==> src/rtl/uart_tx_if.sv <==
// Byte handshake between the packet layer and the UART transmitter.
// The master drives data/valid and the slave returns ready.
interface uart_tx_if #(
    parameter int DATA_BITS = 8
);
    logic [DATA_BITS-1:0] in_data;
    logic                 in_valid;
    logic                 in_ready;

    modport master (
        output in_data,
        output in_valid,
        input  in_ready
    );

    modport slave (
        input  in_data,
        input  in_valid,
        output in_ready
    );
endinterface

==> src/rtl/uart_tx.sv <==
// UART transmitter: byte FIFO feeding a start/data/parity/stop serializer.
// Frames are sent back to back while the FIFO holds bytes.
module uart_tx #(
    parameter int CLK_PER_BIT = 868,
    parameter int DATA_BITS   = 8,
    parameter int PARITY_EN   = 0,
    parameter int PARITY_ODD  = 0,
    parameter int STOP_BITS   = 1,
    parameter int FIFO_DEPTH  = 4
) (
    input  logic                            clk,
    input  logic                            rst,
    uart_tx_if.slave                        bus,
    output logic                            tx,
    output logic                            busy,
    output logic [$clog2(FIFO_DEPTH+1)-1:0] fifo_count
);
    localparam int AW = $clog2(FIFO_DEPTH);
    localparam int CW = $clog2(FIFO_DEPTH + 1);
    localparam int BW = $clog2(CLK_PER_BIT);

    typedef enum logic [2:0] {
        IDLE,
        START,
        DATA,
        PARITY,
        STOP
    } state_t;

    state_t               state;
    logic [DATA_BITS-1:0] mem [FIFO_DEPTH];
    logic [AW-1:0]        wr_ptr;
    logic [AW-1:0]        rd_ptr;
    logic [DATA_BITS-1:0] shift;
    logic                 par_bit;
    logic [2:0]           bit_cnt;
    logic [BW-1:0]        baud_cnt;

    logic push;
    logic pop;
    logic fifo_empty;
    logic bit_end;
    logic last_data;
    logic last_stop;

    assign bus.in_ready = (fifo_count != CW'(FIFO_DEPTH));
    assign push         = bus.in_valid && bus.in_ready;
    assign fifo_empty   = (fifo_count == '0);
    assign bit_end      = (baud_cnt == BW'(CLK_PER_BIT - 1));
    assign last_data    = (bit_cnt == 3'(DATA_BITS - 1));
    assign last_stop    = (bit_cnt == 3'(STOP_BITS - 1));

    // Pop on leaving IDLE or at the last stop-bit cycle so frames chain.
    assign pop = !fifo_empty &&
                 ((state == IDLE) ||
                  (state == STOP && bit_end && last_stop));

    // Circular byte buffer; a full FIFO refuses pushes regardless of pop.
    always_ff @(posedge clk or posedge rst) begin
        if (rst) begin
            wr_ptr     <= '0;
            rd_ptr     <= '0;
            fifo_count <= '0;
            for (int i = 0; i < FIFO_DEPTH; i++) begin
                mem[i] <= '0;
            end
        end else begin
            if (push) begin
                mem[wr_ptr] <= bus.in_data;
                wr_ptr      <= wr_ptr + 1'b1;
            end
            if (pop) begin
                rd_ptr <= rd_ptr + 1'b1;
            end
            unique case ({push, pop})
                2'b10:   fifo_count <= fifo_count + 1'b1;
                2'b01:   fifo_count <= fifo_count - 1'b1;
                default: fifo_count <= fifo_count;
            endcase
        end
    end

    // Frame sequencer; tx and busy are registered so the line never glitches.
    always_ff @(posedge clk or posedge rst) begin
        if (rst) begin
            state    <= IDLE;
            tx       <= 1'b1;
            busy     <= 1'b0;
            shift    <= '0;
            par_bit  <= 1'b0;
            bit_cnt  <= '0;
            baud_cnt <= '0;
        end else begin
            unique case (state)
                IDLE: begin
                    tx       <= 1'b1;
                    baud_cnt <= '0;
                    if (pop) begin
                        shift   <= mem[rd_ptr];
                        par_bit <= (^mem[rd_ptr]) ^ 1'(PARITY_ODD);
                        bit_cnt <= '0;
                        tx      <= 1'b0;
                        busy    <= 1'b1;
                        state   <= START;
                    end
                end
                START: begin
                    if (bit_end) begin
                        baud_cnt <= '0;
                        tx       <= shift[0];
                        shift    <= shift >> 1;
                        state    <= DATA;
                    end else begin
                        baud_cnt <= baud_cnt + 1'b1;
                    end
                end
                DATA: begin
                    if (bit_end) begin
                        baud_cnt <= '0;
                        if (last_data) begin
                            bit_cnt <= '0;
                            if (PARITY_EN != 0) begin
                                tx    <= par_bit;
                                state <= PARITY;
                            end else begin
                                tx    <= 1'b1;
                                state <= STOP;
                            end
                        end else begin
                            bit_cnt <= bit_cnt + 1'b1;
                            tx      <= shift[0];
                            shift   <= shift >> 1;
                        end
                    end else begin
                        baud_cnt <= baud_cnt + 1'b1;
                    end
                end
                PARITY: begin
                    if (bit_end) begin
                        baud_cnt <= '0;
                        bit_cnt  <= '0;
                        tx       <= 1'b1;
                        state    <= STOP;
                    end else begin
                        baud_cnt <= baud_cnt + 1'b1;
                    end
                end
                STOP: begin
                    if (bit_end) begin
                        baud_cnt <= '0;
                        if (!last_stop) begin
                            bit_cnt <= bit_cnt + 1'b1;
                        end else if (pop) begin
                            shift   <= mem[rd_ptr];
                            par_bit <= (^mem[rd_ptr]) ^ 1'(PARITY_ODD);
                            bit_cnt <= '0;
                            tx      <= 1'b0;
                            state   <= START;
                        end else begin
                            tx    <= 1'b1;
                            busy  <= 1'b0;
                            state <= IDLE;
                        end
                    end else begin
                        baud_cnt <= baud_cnt + 1'b1;
                    end
                end
                default: begin
                    tx    <= 1'b1;
                    busy  <= 1'b0;
                    state <= IDLE;
                end
            endcase
        end
    end
endmodule

==> src/flat_wrapper.sv <==
// flat-port wrapper written by rule: the top's interface ports become plain ports
module uart_tx_flat 
#(
    parameter int CLK_PER_BIT = 868,
    parameter int DATA_BITS   = 8,
    parameter int PARITY_EN   = 0,
    parameter int PARITY_ODD  = 0,
    parameter int STOP_BITS   = 1,
    parameter int FIFO_DEPTH  = 4
)
  (clk, rst, tx, busy, fifo_count, bus_in_data, bus_in_valid, bus_in_ready);
  uart_tx_if #(.DATA_BITS(DATA_BITS)) bus_i ();
  input  logic clk;
  input  logic rst;
  output logic tx;
  output logic busy;
  output logic [$clog2(FIFO_DEPTH+1)-1:0] fifo_count;
  input wire logic [$bits(bus_i.in_data)-1:0] bus_in_data;
  input wire logic [$bits(bus_i.in_valid)-1:0] bus_in_valid;
  output wire logic [$bits(bus_i.in_ready)-1:0] bus_in_ready;
  assign bus_i.in_data = bus_in_data;
  assign bus_i.in_valid = bus_in_valid;
  assign bus_in_ready = bus_i.in_ready;
  uart_tx #(.CLK_PER_BIT(CLK_PER_BIT), .DATA_BITS(DATA_BITS), .PARITY_EN(PARITY_EN), .PARITY_ODD(PARITY_ODD), .STOP_BITS(STOP_BITS), .FIFO_DEPTH(FIFO_DEPTH)) u_core (.clk(clk), .rst(rst), .bus(bus_i), .tx(tx), .busy(busy), .fifo_count(fifo_count));
endmodule
==> config.mk <==
export PLATFORM = sky130hd
export DESIGN_NAME = uart_tx_flat
export DESIGN_NICKNAME = d
export VERILOG_FILES = /design/src/rtl/uart_tx_if.sv /design/src/rtl/uart_tx.sv /design/src/flat_wrapper.sv
export SDC_FILE = /design/constraint.sdc
export NUM_CORES = 1
export LEC_CHECK = 0
export BUFFER_PORTS_ARGS = -buffer_cell sky130_fd_sc_hd__buf_2
export CORE_ASPECT_RATIO = 0.75
export CORE_MARGIN = 1
export CORE_UTILIZATION = 40
export DETAILED_ROUTE_END_ITERATION = 8
export GPL_TIMING_DRIVEN = 0
export HOLD_SLACK_MARGIN = 0.06
export SLEW_MARGIN = 20
export SYNTH_ARGS = -nofsm -noshare
export SYNTH_HDL_FRONTEND = slang
export SYNTH_SLANG_ARGS = --single-unit
==> constraint.sdc <==
create_clock -name clk -period 4.4 [get_ports clk]
set_input_delay 1.1 -clock clk [delete_from_list [all_inputs] [get_ports clk]]
set_output_delay 1.1 -clock clk [all_outputs]
set_load 0.03 [all_outputs]
==> impl_metrics.env, run 1 <==
export IMPL_grt_total_usage=0.1702
export IMPL_yosysTopAreaCell="dfrtp_1"
export IMPL_antenna_cells=0
export IMPL_die_area_um2=8706
export IMPL_fmax_mhz=359.5
export IMPL_dpl_hpwl_um=4563
export IMPL_cts_sinks=65
export IMPL_design_area_um2=3782
export IMPL_rsz0062_at_grt="false"
export IMPL_cts_root_buf="clkbuf_8"
export IMPL_syn_inst=276
export IMPL_gp_congestion=0.8134
export IMPL_synth_cell_types=54
export IMPL_numPortBuffers=16
export IMPL_cp_start_kind="register"
export IMPL_finalSetupViolCount=0
export IMPL_cts_buffers=9
export IMPL_grt_max_degree=57
export IMPL_row_count=28
export IMPL_die_width_um=107.4
export IMPL_htree_levels=3
export IMPL_p_leak_nw=1.577
export IMPL_wl_per_cell_um=15.88
export IMPL_cts_hold_buf=0
export IMPL_critical_path_class="register to register"
export IMPL_yosys_area_top_type_share=0.4805
export IMPL_hold_path_class="register to register"
export IMPL_hold_viol=0
export IMPL_pre_cts_slack_ns=1.664
export IMPL_fin_nets=325
export IMPL_ys_warn_count=0
export IMPL_ys_seq_area_frac=0.4884
export IMPL_cap_violations=0
export IMPL_synth_avg_cell_area_um2=12.08
export IMPL_final_util=0.4735
export IMPL_path_clk_slew_ns=0.08
export IMPL_slew_limit_headroom=0.5873
export IMPL_synth_most_common_cell="dfrtp_1"
export IMPL_outcome="finished clean"
export IMPL_postRouteAntennaNets=0
export IMPL_clock_latency_ns=0.35
export IMPL_synthArstFlopShare=1.000
export IMPL_grt_antenna_before_repair=0
export IMPL_synth_area_um2=3333
export IMPL_post_cts_resized=0
export IMPL_cts_tree="done"
export IMPL_core_um2=7988
export IMPL_worstPathArrival_ns=3.06
export IMPL_grt_pass1_wl_um=11030
export IMPL_slew_viol_final=0
export IMPL_ctsLongestPathBuffers=2
export IMPL_firstDrtPassIters=4
export IMPL_drive_above_1_share=0.2977
export IMPL_min_period_ns=2.781
export IMPL_worst_slack_ns=1.619
export IMPL_overflow=0
export IMPL_drc=0
export IMPL_setup_tns_ns=0
export IMPL_synth_top_cells_by_area="dfrtp_1 48%, mux2_2 11%, mux4_2 5.4%"
export IMPL_detail_route_iter0_violations=111
export IMPL_synthFlopType="dfrtp_1"
export IMPL_pin_count=17
export IMPL_post_cts_buffers=0
export IMPL_chipHeight_um=81.06
export IMPL_vias=2217
export IMPL_crit_required_ns=4.67
export IMPL_tightestPinTransition_ns=0.6191
export IMPL_synth_edf_count=0
export IMPL_cp_end_kind="register"
export IMPL_wl_um=6574
export IMPL_ir_drop_mv=0.3261
export IMPL_yosys_top_cells_count="64 x dfrtp_1, 32 x mux2_2, 22 x nand2_1, 18 x o21ai_0, 14 x o22a_1"
export IMPL_crit_fanout=10
export IMPL_synth_fp_nets=297
export IMPL_area_growth_pct=13.48
export IMPL_initial_utilization=0.4173
export IMPL_routed_via_density=5.355
export IMPL_first_global_vias=2133
export IMPL_fin_worst_skew_ns=0.01337
export IMPL_post_dp_cell_area_um2=3575
export IMPL_ys_ff_latch=65
export IMPL_fin_crit_sh=0.6321
export IMPL_holdWs_ns=0.4948
export IMPL_power_density_nw_per_um2=645.7
routing by layer:
layer	track usage	vias to the layer above	wire length, µm
li1	-	1068	-
met1	0.2476	1107	3473
met2	0.2387	34	2756
met3	0.04815	8	268
met4	0.06712	0	74
met5	0	-	0
worst max-delay path, cell delays in order, from the launching register on:
cell      delay, ns
dfrtp_1        0.41
ha_1           0.22
nand4b_1       0.27
nor4_2         0.37
o21ai_2        0.15
buf_6          0.19
inv_1          0.06
ha_1           0.18
inv_1          0.06
fa_1           0.37
xor2_1         0.17
nor2_1         0.11
xor2_1         0.16
per-stage QoR:
| step | std cells | power [mW] |
|---|---|---|
| after floorplan | 276 | 1.698 |
| after detailed placement | 398 | 1.920 |
| after CTS | 414 | 2.472 |
| final | 414 | 2.442 |
| after global placement | 397 | 1.884 |
| after global routing | 414 | 2.604 |
path summary, 6_finish.rpt:
check | to | depth (start not counted) | start | slack, ns
worst max-delay path | u_core.fifo_count[2]$_DFFE_PP0P_ | 12 | u_core.baud_cnt[0]$_DFFE_PP0P_ | 1.62
worst min-delay path | u_core.baud_cnt[9]$_DFFE_PP0P_ | 1 | u_core.baud_cnt[9]$_DFFE_PP0P_ | 0.49
worst max register to register | u_core.fifo_count[2]$_DFFE_PP0P_ | 12 | u_core.baud_cnt[0]$_DFFE_PP0P_ | 1.62
worst min register to register | u_core.baud_cnt[9]$_DFFE_PP0P_ | 1 | u_core.baud_cnt[9]$_DFFE_PP0P_ | 0.49
max in group asynchronous | u_core.shift[2]$_DFFE_PP0P_ | 3 | rst | 3.23
min in group asynchronous | u_core.busy$_DFFE_PP0P_ | 2 | rst | 0.64
logic make-up (layout without fill, tap and decap cells):
| logic type | after synthesis | after routing | share of synthesized area |
|---|---|---|---|
| mux | 43 | 43 | 0.1727 |
| compound gates | 62 | 62 | 0.1351 |
| flops | 65 | 65 | 0.4884 |
| buf+inv | 25 | 58 | 0.03341 |
| simple gates | 62 | 62 | 0.1070 |
| xor+xnor | 9 | 9 | 0.02365 |
| fa+ha+maj | 10 | 10 | 0.03979 |
layout make-up:
cell class | count | area [µm²]
clock inverter | 7 | 83.83
buffer | 13 | 66.31
fill | 726 | 4205
multi-input combinational | 186 | 1594
tap | 105 | 131.4
timing repair buffer | 17 | 107.6
clock buffer | 9 | 123.9
inverter | 12 | 47.55
sequential | 65 | 1628
cells in the final DEF, fill, tap and decap left out, types with 3 or more instances in the layout:
cell / synthesis / routed
clkbuf_8: 0 / 9
and2_1: 3 / 3
and3_1: 3 / 3
mux4_2: 8 / 8
nand2_1: 22 / 22
inv_6: 0 / 4
clkbuf_1: 8 / 8
o31ai_1: 4 / 4
inv_1: 12 / 11
nor3_1: 3 / 3
xor2_1: 4 / 4
buf_2: 2 / 18
o22a_1: 14 / 14
mux2_2: 32 / 32
nor2b_1: 4 / 4
xnor2_1: 5 / 5
o21ai_0: 18 / 18
o21ai_2: 3 / 3
nand2b_1: 4 / 4
nor2_1: 6 / 6
nand3_1: 4 / 4
ha_1: 9 / 9
a21oi_1: 3 / 3
dfrtp_1: 64 / 64
power by group:
part	internal [mW]	total (mW)	switching [mW]	leakage (nW)
clock	0.273	0.541	0.267	0.103
sequential	0.849	0.996	0.148	0.783
combinational	0.482	0.905	0.423	0.691
total	1.60	2.44	0.838	1.58
sequential cells by signal, indices dropped and copies added (netlist names), 2 cells and up:
name	cells
u_core.fifo_count	3
u_core.rd_ptr	2
u_core.baud_cnt	10
u_core.state	3
u_core.shift	8
u_core.mem	32
u_core.wr_ptr	2
u_core.bit_cnt	3
Note: power is estimated with default switching activity, not from simulation.
==> inputs of run 2 (changes only) <==
clock period = 2.4 ns   (was 4.4 ns; I/O delays follow)
==> run 2 against run 1 <==
The flow now finishes with violations (setup timing). Clock skew about the same. Sequential power increased by 82%. Utilization increased by 1.9 points. Largest power group unchanged. Hold slack got worse by 0.35 ns. Non-clock buffer count increased by 15. Setup slack got worse by 1.6 ns. Clock-buffer cell count increased by 5. Combinational power increased by 92%. Final area increased by 4.1%. Flip-flop and latch count unchanged. Maximum frequency increased by 15%. Clock power increased by 82%. Highest routed layer unchanged.
==> impl_metrics.env, run 2 (synthesis results as in run 1) <==
export IMPL_grt_antenna_before_repair=0
export IMPL_drc=0
export IMPL_critical_path_class="register to register"
export IMPL_r2r_end="u_core.fifo_count[2]$_DFFE_PP0P_"
export IMPL_rrSetupSlack_ns=-0.02
export IMPL_finalSetupViolCount=1
export IMPL_placed_cells=398
export IMPL_rsz0062_at_grt="true"
export IMPL_clock_latency_ns=0.35
export IMPL_chipHeight_um=81.06
export IMPL_layout_commonest_cell="dfrtp_1"
export IMPL_postRouteAntennaNets=0
export IMPL_drive_above_1_share=0.3457
export IMPL_crit_required_ns=2.68
export IMPL_cap_violations=0
export IMPL_min_period_ns=2.417
export IMPL_crit_fanout=4
export IMPL_power_density_nw_per_um2=1151
export IMPL_row_count=28
export IMPL_reg2reg_depth=11
export IMPL_critPathBufInv=3
export IMPL_mostFrequentLayoutCells="64 x dfrtp_1, 32 x mux2_2, 22 x nand2_1"
export IMPL_fin_nets=340
export IMPL_slew_limit_headroom=0.5645
export IMPL_slew_viol_final=0
export IMPL_cts_buffers=9
export IMPL_pin_count=17
export IMPL_detail_route_iter0_violations=94
export IMPL_path_clk_slew_ns=0.08
export IMPL_htree_levels=3
export IMPL_cpPeakStageDelay_ns=0.39
export IMPL_hold_path_class="input port to async pin"
export IMPL_wl_per_cell_um=15.89
export IMPL_grt_total_usage=0.1768
export IMPL_design_area_um2=3938
export IMPL_p_leak_nw=1.656
export IMPL_die_width_um=107.4
export IMPL_numPortBuffers=16
export IMPL_pre_cts_slack_ns=-0.2725
export IMPL_post_dp_cell_area_um2=3598
export IMPL_dpl_hpwl_um=4657
export IMPL_setup_tns_ns=-0.01717
export IMPL_routed_via_density=5.371
export IMPL_firstDrtPassIters=4
export IMPL_grt_pass1_wl_um=11490
export IMPL_cts_sinks=65
export IMPL_regMostFlops="u_core.mem"
export IMPL_fmax_mhz=413.7
export IMPL_r2r_start="u_core.state[1]$_DFFE_PP0P_"
export IMPL_wl_um=6818
export IMPL_die_area_um2=8706
export IMPL_worst_slack_ns=-0.01717
export IMPL_worstPathArrival_ns=2.69
export IMPL_gp_congestion=0.8225
export IMPL_core_um2=7988
export IMPL_cp_end_kind="register"
export IMPL_outcome="finished, violations left"
export IMPL_fin_crit_sh=1.007
export IMPL_violations="setup timing"
export IMPL_layout_cells_non_filler=429
export IMPL_first_global_vias=2324
export IMPL_ir_drop_mv=0.5140
export IMPL_cp_cell_sequence="buf_6 -> or3b_4 -> nor4_4 -> o21ai_2 -> inv_2 -> ha_4 -> inv_2 -> fa_2 -> xor2_1 -> nor2_1 -> xor2_1"
export IMPL_hold_viol=0
export IMPL_cts_tree="done"
export IMPL_cts_hold_buf=0
export IMPL_fin_worst_skew_ns=0.01364
export IMPL_reg_top3="u_core.mem: 32 flops, u_core.baud_cnt: 10 flops, u_core.shift: 8 flops"
export IMPL_overflow=0
export IMPL_worstSetupPathDepth=11
export IMPL_vias=2304
export IMPL_crit_slowest_cell="or3b_4"
export IMPL_area_growth_pct=18.13
export IMPL_tightestPinTransition_ns=0.6532
export IMPL_cp_start_kind="register"
export IMPL_grt_max_degree=56
export IMPL_cts_root_buf="clkbuf_8"
export IMPL_crit_family="simple AND/OR/NAND/NOR gates"
export IMPL_largest_reg_flops=32
export IMPL_antenna_cells=0
export IMPL_initial_utilization=0.4173
export IMPL_ctsLongestPathBuffers=2
[run 2: cell count changes in the layout (fill, tap and decap cells not counted), sizes merged]
cell      delta
clkbuf       +5
buf         +15
clkinvlp     -1
inv          -5
clkinv       +1
[run 2: repair_timing]
action	4_1_cts	5_1_grt
buffers inserted	11	5
endpoints found under the setup margin	2	14
resized for setup	3	1
pin swaps	4	7
[run 2: power breakdown]
group          internal [mW]  switching, mW
sequential              1.56          0.251
clock                  0.565          0.418
combinational          0.931          0.809
[run 2: final cells by class]
class / count / area, µm²
repair buffers: 33 / 227.7
clock inverters: 2 / 35.03
plain buffers: 12 / 55.05
clock buffers: 14 / 172.7
well taps: 105 / 131.4
flip-flops and latches: 65 / 1628
fillers: 714 / 4050
multi-input cells: 186 / 1640
inverters: 12 / 47.55
[run 2: worst reg2reg max path, cell delays in order (launching register included)]
cell     delay [ns]
dfrtp_1        0.37
buf_6          0.12
or3b_4         0.39
nor4_4         0.31
o21ai_2        0.14
inv_2          0.10
ha_4           0.13
inv_2          0.03
fa_2           0.32
xor2_1         0.14
nor2_1         0.12
xor2_1         0.15
[run 2: worst max path at each step]
stage / startpoint / endpoint
6_report: u_core.state[1]$_DFFE_PP0P_ / u_core.fifo_count[2]$_DFFE_PP0P_
5_1_grt: u_core.state[1]$_DFFE_PP0P_ / u_core.fifo_count[2]$_DFFE_PP0P_
4_1_cts: u_core.baud_cnt[1]$_DFFE_PP0P_ / u_core.fifo_count[2]$_DFFE_PP0P_
3_5_place_dp: u_core.baud_cnt[0]$_DFFE_PP0P_ / u_core.fifo_count[2]$_DFFE_PP0P_
3_3_place_gp: rst / u_core.busy$_DFFE_PP0P_
2_1_floorplan: u_core.state[1]$_DFFE_PP0P_ / u_core.fifo_count[2]$_DFFE_PP0P_
[run 2: through the flow]
stage                     hold WS [ns]  utilization  power, mW
after floorplan                 0.4500            -      3.131
after global placement          0.4760       0.4467      3.457
after detailed placement        0.4893       0.4505      3.536
after CTS                       0.1367       0.4887      4.576
after global routing            0.1395       0.4930      4.852
final                           0.1496       0.4930      4.532
[run 2: routing by layer]
metal,share of wire,wire length (µm),vias to the layer above,GRT usage
li1,-,-,1099,-
met1,0.52,3538,1156,0.2461
met2,0.42,2889,41,0.2523
met3,0.044,300,8,0.06982
met4,0.013,89,0,0.05342
met5,0,0,-,0
